<file path="src/rtl/pe_carry_resolver_if.sv">
// Column-in / digit-out stream bundle for pe_carry_resolver.
// master drives columns in and accepts digits; slave is the resolver itself.
interface pe_carry_resolver_if #(
    parameter int unsigned K = 16,
    parameter int unsigned W = 48
);
    logic         in_valid;
    logic         in_ready;
    logic [W-1:0] in_s;
    logic         in_last;
    logic         out_valid;
    logic         out_ready;
    logic [K-1:0] out_digit;
    logic         out_last;

    modport master (
        output in_valid, in_s, in_last, out_ready,
        input  in_ready, out_valid, out_digit, out_last
    );

    modport slave (
        input  in_valid, in_s, in_last, out_ready,
        output in_ready, out_valid, out_digit, out_last
    );
endinterface

</file>
<file path="src/rtl/pe_carry_resolver.sv">
// Resolves redundant W-bit column accumulators into a radix-2^K digit stream, then flushes the carry.
// Optional column-count checking with err_len when PE_CARRY_RESOLVER_LENCHK_EN is defined.
module pe_carry_resolver #(
    parameter int unsigned K       = 16,
    parameter int unsigned W       = 48,
    parameter int unsigned N_WORDS = 17
) (
    input  logic                 clk,
    input  logic                 rst,
    pe_carry_resolver_if.slave   bus
`ifdef PE_CARRY_RESOLVER_LENCHK_EN
    ,
    output logic                 err_len
`endif
);
    localparam int unsigned CW     = W + 1 - K;
    localparam int unsigned NFLUSH = (CW + K - 1) / K;
    localparam int unsigned FCW    = (NFLUSH > 1) ? $clog2(NFLUSH) : 1;

    typedef enum logic [0:0] {StRun, StFlush} state_e;

    state_e          state_q;
    logic [CW-1:0]   carry_q;
    logic [FCW-1:0]  flush_cnt_q;
    logic            out_valid_q;
    logic [K-1:0]    out_digit_q;
    logic            out_last_q;

    logic            out_free;
    logic            in_fire;
    logic            flush_last;
    logic [W:0]      acc;

    always_comb begin
        out_free   = !out_valid_q || bus.out_ready;
        in_fire    = bus.in_valid && out_free && (state_q == StRun);
        flush_last = (flush_cnt_q == FCW'(NFLUSH - 1));
        // W+1 bits: in_s plus a CW-bit carry cannot overflow this width.
        acc        = {1'b0, bus.in_s} + {{K{1'b0}}, carry_q};
    end

    assign bus.in_ready  = out_free && (state_q == StRun);
    assign bus.out_valid = out_valid_q;
    assign bus.out_digit = out_digit_q;
    assign bus.out_last  = out_last_q;

    always_ff @(posedge clk or posedge rst) begin
        if (rst) begin
            state_q     <= StRun;
            carry_q     <= '0;
            flush_cnt_q <= '0;
            out_valid_q <= 1'b0;
            out_digit_q <= '0;
            out_last_q  <= 1'b0;
        end else begin
            unique case (state_q)
                StRun: begin
                    if (in_fire) begin
                        out_digit_q <= acc[K-1:0];
                        carry_q     <= acc[W:K];
                        out_last_q  <= 1'b0;
                        out_valid_q <= 1'b1;
                        if (bus.in_last) begin
                            state_q     <= StFlush;
                            flush_cnt_q <= '0;
                        end
                    end else if (bus.out_ready) begin
                        out_valid_q <= 1'b0;
                    end
                end
                StFlush: begin
                    // Always emit NFLUSH digits, zeros included, so frame length is fixed.
                    if (out_free) begin
                        out_digit_q <= carry_q[K-1:0];
                        out_valid_q <= 1'b1;
                        if (flush_last) begin
                            out_last_q  <= 1'b1;
                            carry_q     <= '0;
                            flush_cnt_q <= '0;
                            state_q     <= StRun;
                        end else begin
                            out_last_q  <= 1'b0;
                            carry_q     <= carry_q >> K;
                            flush_cnt_q <= flush_cnt_q + 1'b1;
                        end
                    end
                end
                default: state_q <= StRun;
            endcase
        end
    end

`ifdef PE_CARRY_RESOLVER_LENCHK_EN
    localparam int unsigned CNTW = $clog2(N_WORDS + 1);

    logic [CNTW-1:0] col_cnt_q;
    logic [CNTW:0]   col_cnt_inc;
    logic            err_len_q;

    assign col_cnt_inc = {1'b0, col_cnt_q} + 1'b1;
    assign err_len     = err_len_q;

    always_ff @(posedge clk or posedge rst) begin
        if (rst) begin
            col_cnt_q <= '0;
            err_len_q <= 1'b0;
        end else if (in_fire) begin
            if (bus.in_last) begin
                col_cnt_q <= '0;
                if (col_cnt_inc != (CNTW + 1)'(N_WORDS)) begin
                    err_len_q <= 1'b1;
                end
            end else if (col_cnt_inc > (CNTW + 1)'(N_WORDS)) begin
                // Saturate rather than wrap; the error is already latched.
                err_len_q <= 1'b1;
            end else begin
                col_cnt_q <= col_cnt_inc[CNTW-1:0];
            end
        end
    end
`endif
endmodule

</file>
<file path="src/flat_wrapper.sv">
// flat-port wrapper written by rule: the top's interface ports become plain ports
module pe_carry_resolver_flat 
#(
    parameter int unsigned K       = 16,
    parameter int unsigned W       = 48,
    parameter int unsigned N_WORDS = 17
)
  (clk, rst, bus_in_valid, bus_in_s, bus_in_last, bus_out_ready, bus_in_ready, bus_out_valid, bus_out_digit, bus_out_last);
  pe_carry_resolver_if #(.K(K), .W(W)) bus_i ();
  input  logic clk;
  input  logic rst;
  input wire logic [$bits(bus_i.in_valid)-1:0] bus_in_valid;
  input wire logic [$bits(bus_i.in_s)-1:0] bus_in_s;
  input wire logic [$bits(bus_i.in_last)-1:0] bus_in_last;
  input wire logic [$bits(bus_i.out_ready)-1:0] bus_out_ready;
  output wire logic [$bits(bus_i.in_ready)-1:0] bus_in_ready;
  output wire logic [$bits(bus_i.out_valid)-1:0] bus_out_valid;
  output wire logic [$bits(bus_i.out_digit)-1:0] bus_out_digit;
  output wire logic [$bits(bus_i.out_last)-1:0] bus_out_last;
  assign bus_i.in_valid = bus_in_valid;
  assign bus_i.in_s = bus_in_s;
  assign bus_i.in_last = bus_in_last;
  assign bus_i.out_ready = bus_out_ready;
  assign bus_in_ready = bus_i.in_ready;
  assign bus_out_valid = bus_i.out_valid;
  assign bus_out_digit = bus_i.out_digit;
  assign bus_out_last = bus_i.out_last;
  pe_carry_resolver #(.K(K), .W(W), .N_WORDS(N_WORDS)) u_core (.clk(clk), .rst(rst), .bus(bus_i));
endmodule
</file>
<file path="config.mk">
export PLATFORM = sky130hd
export DESIGN_NAME = pe_carry_resolver_flat
export DESIGN_NICKNAME = d
export VERILOG_FILES = /design/src/rtl/pe_carry_resolver_if.sv /design/src/rtl/pe_carry_resolver.sv /design/src/flat_wrapper.sv
export SDC_FILE = /design/constraint.sdc
export NUM_CORES = 1
export LEC_CHECK = 0
export CELL_PAD_IN_SITES_DETAIL_PLACEMENT = 0
export CELL_PAD_IN_SITES_GLOBAL_PLACEMENT = 1
export CORE_MARGIN = 5
export CORE_UTILIZATION = 35
export DETAILED_ROUTE_END_ITERATION = 10
export GPL_ROUTABILITY_DRIVEN = 0
export PLACE_DENSITY_LB_ADDON = 0.1
export SYNTH_ARGS = -nofsm -noshare
export SYNTH_HDL_FRONTEND = slang
export SYNTH_SLANG_ARGS = --single-unit
</file>
<file path="constraint.sdc">
create_clock -name clk -period 3.6 [get_ports clk]
set_input_delay 0.54 -clock clk [delete_from_list [all_inputs] [get_ports clk]]
set_output_delay 0.54 -clock clk [all_outputs]
set_load 0.01 [all_outputs]
</file>
* Yosys cells after proc, flatten, opt, wreduce, memory -nomap -nowiden
Index checks and enable logic that the tools add are counted.
Operators by class: add/sub/neg operators 2, equal/unequal tests 5, mux-type cells 25, bitwise gates (word level) 1, reduce and logical (&&, ||, !) cells 8
Operators by type and width (count):
- 2-to-1 mux 33 bit | 2
- case mux 33 bit (2 select lines) | 1
- adder 48 x 33 -> 49 bit | 1
- 2-to-1 mux 16 bit | 2
- case mux 16 bit (2 select lines) | 1
- 2-to-1 mux 17 bit | 1
- 2-to-1 mux 1 bit | 10
- 2-to-1 mux 2 bit | 4
- case mux 1 bit (2 select lines) | 3
- != test 2 bit (second input constant) | 2
- case mux 2 bit (2 select lines) | 1
- AND reduction 2 bit | 2
- logical AND 1 bit | 3
- != test 3 x 2 -> 1 bit (second input constant) | 1
- AND reduction 3 bit | 1
- adder 2 x 1 -> 2 bit (second input constant) | 1
- == test 2 bit (second input constant) | 1
- != test 2 x 1 -> 1 bit (second input constant) | 1
- zero test 1 bit | 1
- logical OR 1 bit | 1
- NOT 1 bit | 1
Word-level totals: register bits 54, bits of input ports 53, output and inout bits 19, word-level logic and storage cells 47

* Depth between registers and ports, before layout
Gate-level depths: netlist of run 1.
depth in word-level cells 6, gate-level depth with buffers 11, mapped depth without buffers 11

* Worst setup path after synthesis of run 1
OpenSTA, ideal clock, no wires.
path kind input port to flip-flop, start point input bus_in_s[0], end point register u_core.carry_q[12], setup time 0.121 ns, arrival time 2.681 ns, data required time 3.479 ns, slack 0.798 ns, stages on the path 11, buffers on the path 0, cell sequence ha_1 inv_1 fa_1 nor2b_1 o31a_1 o311ai_1 nand3_1 a41oi_1 nand2b_1 mux2_1 o22a_1
Between the ends: word-level cells in the longest chain between the ends 3
RTL lines:
- start: declaration | line flat_wrapper.sv:13 | input wire logic [$bits(bus_i.in_s)-1:0] bus_in_s;
- adder 48 x 33 -> 49 bit | line pe_carry_resolver.sv:39 | acc = {1'b0, bus.in_s} + {{K{1'b0}}, carry_q};
- 2-to-1 mux 33 bit | line pe_carry_resolver.sv:58 | if (in_fire) begin
- case mux 33 bit (2 select lines) | line pe_carry_resolver.sv:56 | unique case (state_q)
- end signal: assignment | line pe_carry_resolver.sv:60 | carry_q <= acc[W:K];
- end signal: assignment | line pe_carry_resolver.sv:83 | carry_q <= carry_q >> K;
- end: declaration | line pe_carry_resolver.sv:23 | logic [CW-1:0] carry_q;
Every way passes these cells. The select of a mux whose other input is x is not followed. A chain may end at the register's enable or synchronous reset.

* Worst setup path in the final report of run 1
start point input bus_in_s[0], end point register u_core.carry_q[16]
Same word-level chain as after synthesis.

==> results, run 1 <==
- The number of buffer cells added on primary ports is 71.
- In this run the critical register-to-register path is captured at u_core.carry_q[12].
- Dividing the detail-routed wire length by the instance count gives 17.93 um.
- After routing, the total negative slack on setup checks comes to 0 ns.
- The net count after synthesis is 629.
- The flow ran to the end, and the final reports show no timing, DRC or antenna violations.
- After layout, the worst path uses 90.48% of the clock period.
- The placement row count is 41.
- The die area is 15,090 um^2.
- The wire-length estimate of the detail-placed layout is 11,330 um.
- Relative to the synthesized area, the layout overhead comes to 24.87%.
- The effective utilization at floorplan is 35.47%.
- The synthesized design contains 54 register bits.
- In this run, post-CTS repair resized a total of 0 instances.
- The share of the core filled with cells in the final layout is 44.29%.
- CTS placed an instance of sky130_fd_sc_hd__clkbuf_16 at the clock tree root.
- The worst setup path is captured at a flip-flop.
- The measured slew at the worst slew-check pin is 0.7282 ns.
- Power comes to 4006 uW.
- The minimum hold slack is 0.4804 ns.
- The worst pin sits at a relative slew slack of 51.45%.
- In this design, the stage delay of the slowest critical-path cell is 0.49 ns.
- The max-cap check violation count is 0.
- The finished layout cell area is 5567 um^2.
- At the worst endpoint, the required time is 3.82 ns.
- The number of global-route vias before repair is 4,190.
- The region available for standard cell placement spans 12,570 um^2.
- Together, buffers and inverters on the worst path number 3.
- The share of the yosys chip area belonging to registers is 30.31%.
- In this run the count of I/O pins placed on the die edge is 72.
- The maximum buffer depth of the clock tree is 2.
- In the final layout, the share of cells above drive strength 1 is 6.568%.
- The maximum ir drop on the vdd rail is 0.2109 mV.
- The clock share of power is 14.4%.
- The clock arrives with 0.01001 ns of skew.
- The number of antenna violations at the first check in global routing was 0.
- The quantity of hold-fixing buffers added after cts is 0.
- STA puts the critical path data arrival time at 3.47 ns.
- Yosys mapped a number of flops with a built-in enable equal to 0.
- The mapped netlist covers 4458 um^2.
- The register clock-pin slew on the reported worst setup and hold paths is 0.08 ns.
- For this run, the leading register cell type out of synthesis is sky130_fd_sc_hd__dfrtp_1.
- Counting every instance in the synthesized netlist gives 542.
- Setup slack on the worst reg-to-reg path comes out at 0.67 ns.
- Walking the worst path, the cells encountered are clkdlybuf4s50_1 -> ha_1 -> inv_1 -> fa_1 -> nor2b_1 -> o31a_1 -> o311ai_1 -> nand2_1 -> o221ai_4 -> buf_4 -> a2111oi_0 -> a41oi_1 -> a21oi_1.
- The cell count of the worst reg-to-reg path is 11.
- After synthesis, the mean cell area works out to 8.225 um^2.
- For this run the aggregate overflow at the end of global routing stands at 0.
- The beginning of the worst register-to-register path is u_core.carry_q[0].
- The largest driver fanout on the critical path is 4.
- The startpoint of the worst hold path is u_core.bus.out_digit[7].
- Leaving out fill and tap cells, the most frequent cells in the layout are sky130_fd_sc_hd__clkdlybuf4s50_1 (71), sky130_fd_sc_hd__nand2_1 (68), sky130_fd_sc_hd__a21oi_1 (59).
- The die outline height is 122.9 um.
- After detailed routing, the total wire length is 14,000 um.
- Setup repair after global routing left no endpoint under its margin.
- The post-route minimum period is 3.257 ns.
- The number of endpoints failing setup at the final stage is 0.
- In the global route stage, overall resource usage came out at 18.91%.
- The worst setup path is launched from a primary input.
- The TritonCTS clock tree is built.
- In this run, the combinational gates consume 58.0% of the power.
- The placed instances occupy a cell area of 5394 um^2.
- The repair_antennas step left the layout with diodes totalling 0.
- For this design the ratio of total power to cell area is 719.6 nW/um^2.
- The detailed router finished its first iteration with 304 violations.
- The count of final hold-check violations was 0.
- Summed over all nets, the switching power comes to 1821 uW.
- Along the worst hold path, the cell count comes to 2.
- Entering global routing, the biggest net connects 35 pins.
- At the later pin of the worst-skew pair, clock insertion delay measures 0.30 ns.
- The first-pass detailed-route iteration total is 4.
- The net count of the finished layout is 695.
- The destination of the worst hold path is u_core.bus.out_digit[7].
- The switching share of power is 45.45%.
- The maximum clock rate is 0.3070 GHz.
- The path type of the worst setup path is in2reg.
- The number of nets still failing antenna checks after routing is 0.
- For this block, the via count after detailed routing is 4,223.
- Using the TritonRoute via totals, the vias-per-cell ratio works out to 5.407.
- The number of clock sinks is 54.
- The cell-internal power is 2185 uW.
- Yosys mapped the design onto 64 distinct sky130hd cell types.
- The share of async-settable or async-resettable flops after synthesis is 100.0%.
- For this run, design rule violations remaining after detail routing come to 0.
- Measured along the x axis, the die boundary spans 122.9 um.
- The first global-routing pass estimated 22,260 um of wire.
- The number of setup buffers added after CTS is 0.
- Per report_power, the sequential group accounts for 27.6% of the total.
- The synthesis warning total is 0.
- The leading cell type in the layout, fill and taps excluded is sky130_fd_sc_hd__clkdlybuf4s50_1.
- Broken down by cell family, the worst path's largest delay share belongs to compound AO/OA/AOI/OAI gates.
- The number of clock buffers added by TritonCTS is 5.
- The max-slew violation total from the final report is 0.
- The largest individual stage delay along the critical path comes from the cell sky130_fd_sc_hd__a2111oi_0.
- The tightest min-delay check is of the reg2reg type.
- The H-tree was split into 2 levels.
- The leakage power of the design is 0.002289 uW.
[power groups by stage]
stage | Clock (uW) | Combinational [uW] | Sequential, uW
global route | 606 | 2560 | 1140
finish | 577 | 2320 | 1110
global placement | 0 | 2300 | 1120
floorplan | 0 | 1570 | 1020
detailed placement | 0 | 2320 | 1120
CTS | 585 | 2330 | 1110
[per-stage QoR]
step	worst slack, ns	instances
global route	0.1440	781
finish	0.3427	781
detailed placement	0.09755	773
floorplan	0.7983	542
CTS	0.3300	781
global placement	0.1756	773
[layer usage]
| layer | vias to the layer above | global-route usage, % | part of all wire [%] |
|---|---|---|---|
| met5 | - | 0 | 0 |
| met4 | 0 | 3.709 | 1.4 |
| met3 | 12 | 2.765 | 3.4 |
| met2 | 72 | 31.84 | 49 |
| met1 | 2025 | 25.89 | 46 |
| li1 | 2114 | - | - |
[synth_stat cells, types with 6 or more instances]
cell type / number / share of area, %
sky130_fd_sc_hd__a211oi_1: 6 / 1.0
sky130_fd_sc_hd__o21a_1: 11 / 1.9
sky130_fd_sc_hd__inv_1: 17 / 1.4
sky130_fd_sc_hd__ha_1: 33 / 9.3
sky130_fd_sc_hd__buf_2: 8 / 0.90
sky130_fd_sc_hd__clkbuf_1: 15 / 1.3
sky130_fd_sc_hd__o21ai_1: 19 / 2.1
sky130_fd_sc_hd__a21o_1: 8 / 1.3
sky130_fd_sc_hd__o211ai_1: 6 / 1.0
sky130_fd_sc_hd__o21ai_0: 37 / 4.2
sky130_fd_sc_hd__xor2_1: 9 / 1.8
sky130_fd_sc_hd__nor2b_1: 6 / 0.84
sky130_fd_sc_hd__mux2i_1: 7 / 1.6
sky130_fd_sc_hd__nand3_1: 11 / 1.2
sky130_fd_sc_hd__nor2_1: 36 / 3.0
sky130_fd_sc_hd__and3_1: 9 / 1.3
sky130_fd_sc_hd__xnor2_1: 27 / 5.3
sky130_fd_sc_hd__nor3_1: 7 / 0.79
sky130_fd_sc_hd__dfrtp_1: 54 / 30
sky130_fd_sc_hd__a31oi_1: 7 / 0.98
sky130_fd_sc_hd__nand2_1: 68 / 5.7
sky130_fd_sc_hd__nand4_1: 6 / 0.84
sky130_fd_sc_hd__a21oi_1: 59 / 6.6
[registers in the layout, indices dropped and copies added (netlist names)]
register,count
u_core.carry_q,33
u_core.bus.out_digit,16
u_core.flush_cnt_q,2
u_core.bus.out_last,1
u_core.bus.out_valid,1
u_core.state_q,1
[cells by family (layout without fill, tap and decap cells)]
kind of cell    after synthesis  in the layout  share of synthesized area (%)
compound gates              201            201                          29.72
xor+xnor                     36             36                          7.073
fa+ha+maj                    34             34                          9.711
buf+inv                      43            110                          3.845
flops                        54             54                          30.31
mux                           9              9                          2.077
simple gates                165            165                          17.26
[worst max-delay path by stage]
stage,slack [ns],start,to,depth (start not counted)
4_1_cts,0.33,bus_in_s[0],u_core.carry_q[16],13
3_3_place_gp,0.18,bus_in_s[0],u_core.carry_q[12],12
3_5_place_dp,0.1,bus_in_s[0],u_core.carry_q[12],12
2_1_floorplan,0.80,bus_in_s[0],u_core.carry_q[12],11
6_report,0.34,bus_in_s[0],u_core.carry_q[16],13
5_1_grt,0.14,bus_in_s[0],u_core.carry_q[16],13
[final cells by class]
class | instances | area (um^2)
inverter | 17 | 63.81
clock buffer | 5 | 125.1
timing repair buffer | 85 | 815.8
clock inverter | 3 | 47.55
fill | 1284 | 7002
sequential | 54 | 1353
tap | 172 | 215.2
multi-input combinational | 445 | 2947
[tightest hold or removal path: stages (launching register included)]
cell and delay [ns]:
sky130_fd_sc_hd__dfrtp_1 0.35, sky130_fd_sc_hd__nand2_1 0.04, sky130_fd_sc_hd__o21ai_0 0.06
Power figures use the tool's default switching activity.
==> inputs of run 2 (changes only) <==
Settings changed: MAX_ROUTING_LAYER set to met4.
==> results, run 2 (same netlist as run 1, synthesis figures left out) <==
- The setup slack at placement is 0.09755 ns (unchanged).
- The maximum number of pins on one net before global-route repair is 35 (unchanged).
- In this run the critical register-to-register path is captured at u_core.carry_q[12].
- The largest register by flop count is u_core.carry_q.
- The total DRC errors in the routed layout is 0 (unchanged).
- The first-pass detailed-route iteration total was 4 (unchanged).
- The worst max-slew margin expressed relative to the limit is 51.28% (-0.17 points).
- The power density of the placed cells is 719.4 nW/um^2 (about the same).
- The final routed wirelength across all metal layers came to 14,000 um (about the same).
- The number of nets still failing antenna checks after routing was 0 (unchanged).
- The critical path is of the in2reg type.
- The leakage power of the design is 0.002289 uW (unchanged).
- The largest delay contributor family on the critical path is compound AO/OA/AOI/OAI gates.
- The post-route clock skew is 0.008294 ns (-0.001718 ns).
- The maximum ir drop on the vdd rail is 0.2082 mV (-1.3%).
- The startpoint identified for the worst register-to-register timing path is u_core.carry_q[0].
- The number of buffer cells added on primary ports is 71 (unchanged).
- The net switching power is 1820 uW (about the same).
- TritonCTS built the clock tree.
- The total of cells resized after clock tree synthesis is 0 (unchanged).
- The endpoint kind of the worst setup timing path is a flip-flop.
- The register clock-pin slew on the reported worst setup and hold paths is 0.08 ns (about the same).
- The min-delay analysis places its worst path in the category reg2reg.
- The maximum buffer depth of the clock tree was 2 (unchanged).
- The final period utilization is 90.26% (-0.22 points).
- The flow ran to the end, and the final reports show no timing, DRC or antenna violations.
- The total buffers and inverters traversed by the critical path was 3 (unchanged).
- The kind of start point of the critical path is a primary input.
- The die area is 15,090 um^2 (unchanged).
- The number of clock sinks is 54 (unchanged).
- The cell count of the worst hold path is 2 (unchanged).
- The post-route minimum period is 3.249 ns (-0.007812 ns).
- The cell-internal power is 2185 uW (about the same).
- The largest driver fanout on the critical path came to 4 (unchanged).
- The register-to-register setup slack is 0.62 ns (-0.05 ns).
- The signal on the critical path passes through clkdlybuf4s50_1 -> ha_1 -> inv_1 -> fa_1 -> nor2b_1 -> o31a_1 -> o311ai_1 -> nand2_1 -> o221ai_4 -> buf_4 -> a2111oi_0 -> a41oi_1 -> a21oi_1.
- Leaving out fill and tap cells, the most frequent cell in the layout is sky130_fd_sc_hd__clkdlybuf4s50_1.
- The clock share of power was 14.3% (about the same).
- The number of antenna violations at the first check in global routing is 0 (unchanged).
- The max-slew violation total from the final report is 0 (unchanged).
- The DRC violation total after the first TritonRoute iteration is 239 (-21%).
- The die outline height was 122.9 um (unchanged).
- The total negative setup slack is 0 ns (unchanged).
- The H-tree depth was 2 (unchanged).
- The switching share of power is 45.45% (about the same).
- The average detailed-routed wire length per instance was 17.92 um (about the same).
- The number of vias after detailed routing is 4,268 (+1.1%).
- The total clock buffers created by CTS is 5 (unchanged).
- The worst hold path terminates at u_core.bus.out_digit[7].
- The mean number of vias per cell came to 5.465 (+1.1%).
- The number of buffers inserted by post-CTS setup repair came to 0 (unchanged).
- The x dimension of the die is 122.9 um (unchanged).
- The part of the total power dissipated in combinational logic was 58.0% (about the same).
- The effective utilization at floorplan came to 35.47% (unchanged).
- The max-cap check violation count is 0 (unchanged).
- The required time reported for the critical path endpoint came to 3.82 ns (about the same).
- The total global routing track utilization was 19.47% (+0.56 points).
- The longest individual stage delay on the worst path came to 0.48 ns (about the same).
- The area of the core region is 12,570 um^2 (unchanged).
- Leaving out fill and tap cells, the most frequent cells in the layout are sky130_fd_sc_hd__clkdlybuf4s50_1 (71), sky130_fd_sc_hd__nand2_1 (68), sky130_fd_sc_hd__a21oi_1 (59).
- The startpoint of the worst hold path is u_core.bus.out_digit[7].
- The number of global-route vias before repair came to 4,190 (unchanged).
- The cell count of the worst reg-to-reg path is 11 (unchanged).
- The first-pass GRT wire length is 22,250 um (about the same).
- The quantity of hold-fixing buffers added after cts is 0 (unchanged).
- The half-perimeter wire length of the detailed placement result was 11,330 um (unchanged).
- Setup repair after global routing left no endpoint under its margin.
- The sum of overflow across all layers after global routing is 0 (unchanged).
- The fraction of final layout cells with drive strength greater than 1 came to 6.568% (unchanged).
- The clock root buffer is sky130_fd_sc_hd__clkbuf_16.
- The data arrival time at the worst-slack endpoint was 3.47 ns (about the same).
- The count of final hold-check violations was 0 (unchanged).
- The smallest setup slack after layout is 0.3505 ns (+0.007812 ns).
- The area growth from synthesis to layout is 24.87% (unchanged).
- The largest individual stage delay along the critical path comes from the cell sky130_fd_sc_hd__a2111oi_0.
- The antenna diode count is 0 (unchanged).
- The share of total power in sequential cells came to 27.7% (about the same).
- The net count of the finished layout was 695 (unchanged).
- The insertion delay to the later sink of the worst-skew pair was 0.30 ns (about the same).
- The top-level port count was 72 (unchanged).
- The maximum clock rate was 0.3077 GHz (+0.24%).
- The flip-flop count of the largest register after layout is 33 (unchanged).
- The placement row count is 41 (unchanged).
- The number of endpoints failing setup at the final stage was 0 (unchanged).
- The measured slew at the worst slew-check pin is 0.7308 ns (+0.002501 ns).
-- run 2: cell counts in the layout (fill, tap and decap cells not counted) --
No cell type changed its count.
-- run 2: layout make-up --
class                      count  area (um^2)
fill                        1284         7002
multi-input combinational    445         2947
sequential                    54         1353
timing repair buffer          85        815.8
tap                          172        215.2
clock buffer                   5        125.1
inverter                      17        63.81
clock inverter                 3        47.55
-- run 2: worst max-delay path by stage --
stage | startpoint | to | slack, ns | depth (start not counted)
2_1_floorplan | bus_in_s[0] | u_core.carry_q[12] | 0.80 | 11
3_3_place_gp | bus_in_s[0] | u_core.carry_q[12] | 0.18 | 12
3_5_place_dp | bus_in_s[0] | u_core.carry_q[12] | 0.1 | 12
4_1_cts | bus_in_s[0] | u_core.carry_q[16] | 0.33 | 13
5_1_grt | bus_in_s[0] | u_core.carry_q[16] | 0.14 | 13
6_report | bus_in_s[0] | u_core.carry_q[16] | 0.35 | 13
-- run 2: layer usage --
metal	global-route usage, %	vias up	share of wire, %
li1	-	2119	-
met1	26.12	2055	47
met2	31.81	82	48
met3	2.535	12	3.5
met4	3.709	0	1.4
met5	-	-	0
-- run 2: through the flow --
| step | cell area [um^2] | util, % | power, uW | hold slack [ns] | std cells |
|---|---|---|---|---|---|
| floorplan | 4458 | - | 2591 | 0.4732 | 542 |
| global placement | 5394 | 42.92 | 3418 | 0.4646 | 773 |
| detailed placement | 5394 | 42.92 | 3443 | 0.4692 | 773 |
| CTS | 5567 | 44.29 | 4027 | 0.4863 | 781 |
| global route | 5567 | 44.29 | 4305 | 0.5148 | 781 |
| finish | 5567 | 44.29 | 4005 | 0.4801 | 781 |
-- run 2: worst register-to-register path, cell delays in order, from the launching register on --
cell and delay, ns:
sky130_fd_sc_hd__dfrtp_1 0.40, sky130_fd_sc_hd__ha_1 0.22, sky130_fd_sc_hd__inv_1 0.08, sky130_fd_sc_hd__fa_1 0.18
sky130_fd_sc_hd__nor2b_1 0.07, sky130_fd_sc_hd__o31a_1 0.28, sky130_fd_sc_hd__o311ai_1 0.48, sky130_fd_sc_hd__nand3_1 0.19
sky130_fd_sc_hd__a41oi_1 0.33, sky130_fd_sc_hd__nand2b_1 0.16, sky130_fd_sc_hd__mux2_1 0.32, sky130_fd_sc_hd__o22a_1 0.17
-- run 2: power by group through the flow --
stage	logic, uW	registers (uW)	clock network, uW
after global placement	2300	1120	0
after detailed placement	2320	1120	0
after floorplan	1570	1020	0
after CTS	2330	1110	585
final	2320	1110	574
after global routing	2560	1140	606
==> inputs of run 3 (changes only) <==
Settings changed: SLEW_MARGIN set to 20.
==> results of run 3 <==
Final layout, timing and power as in run 2 (identical DEF).
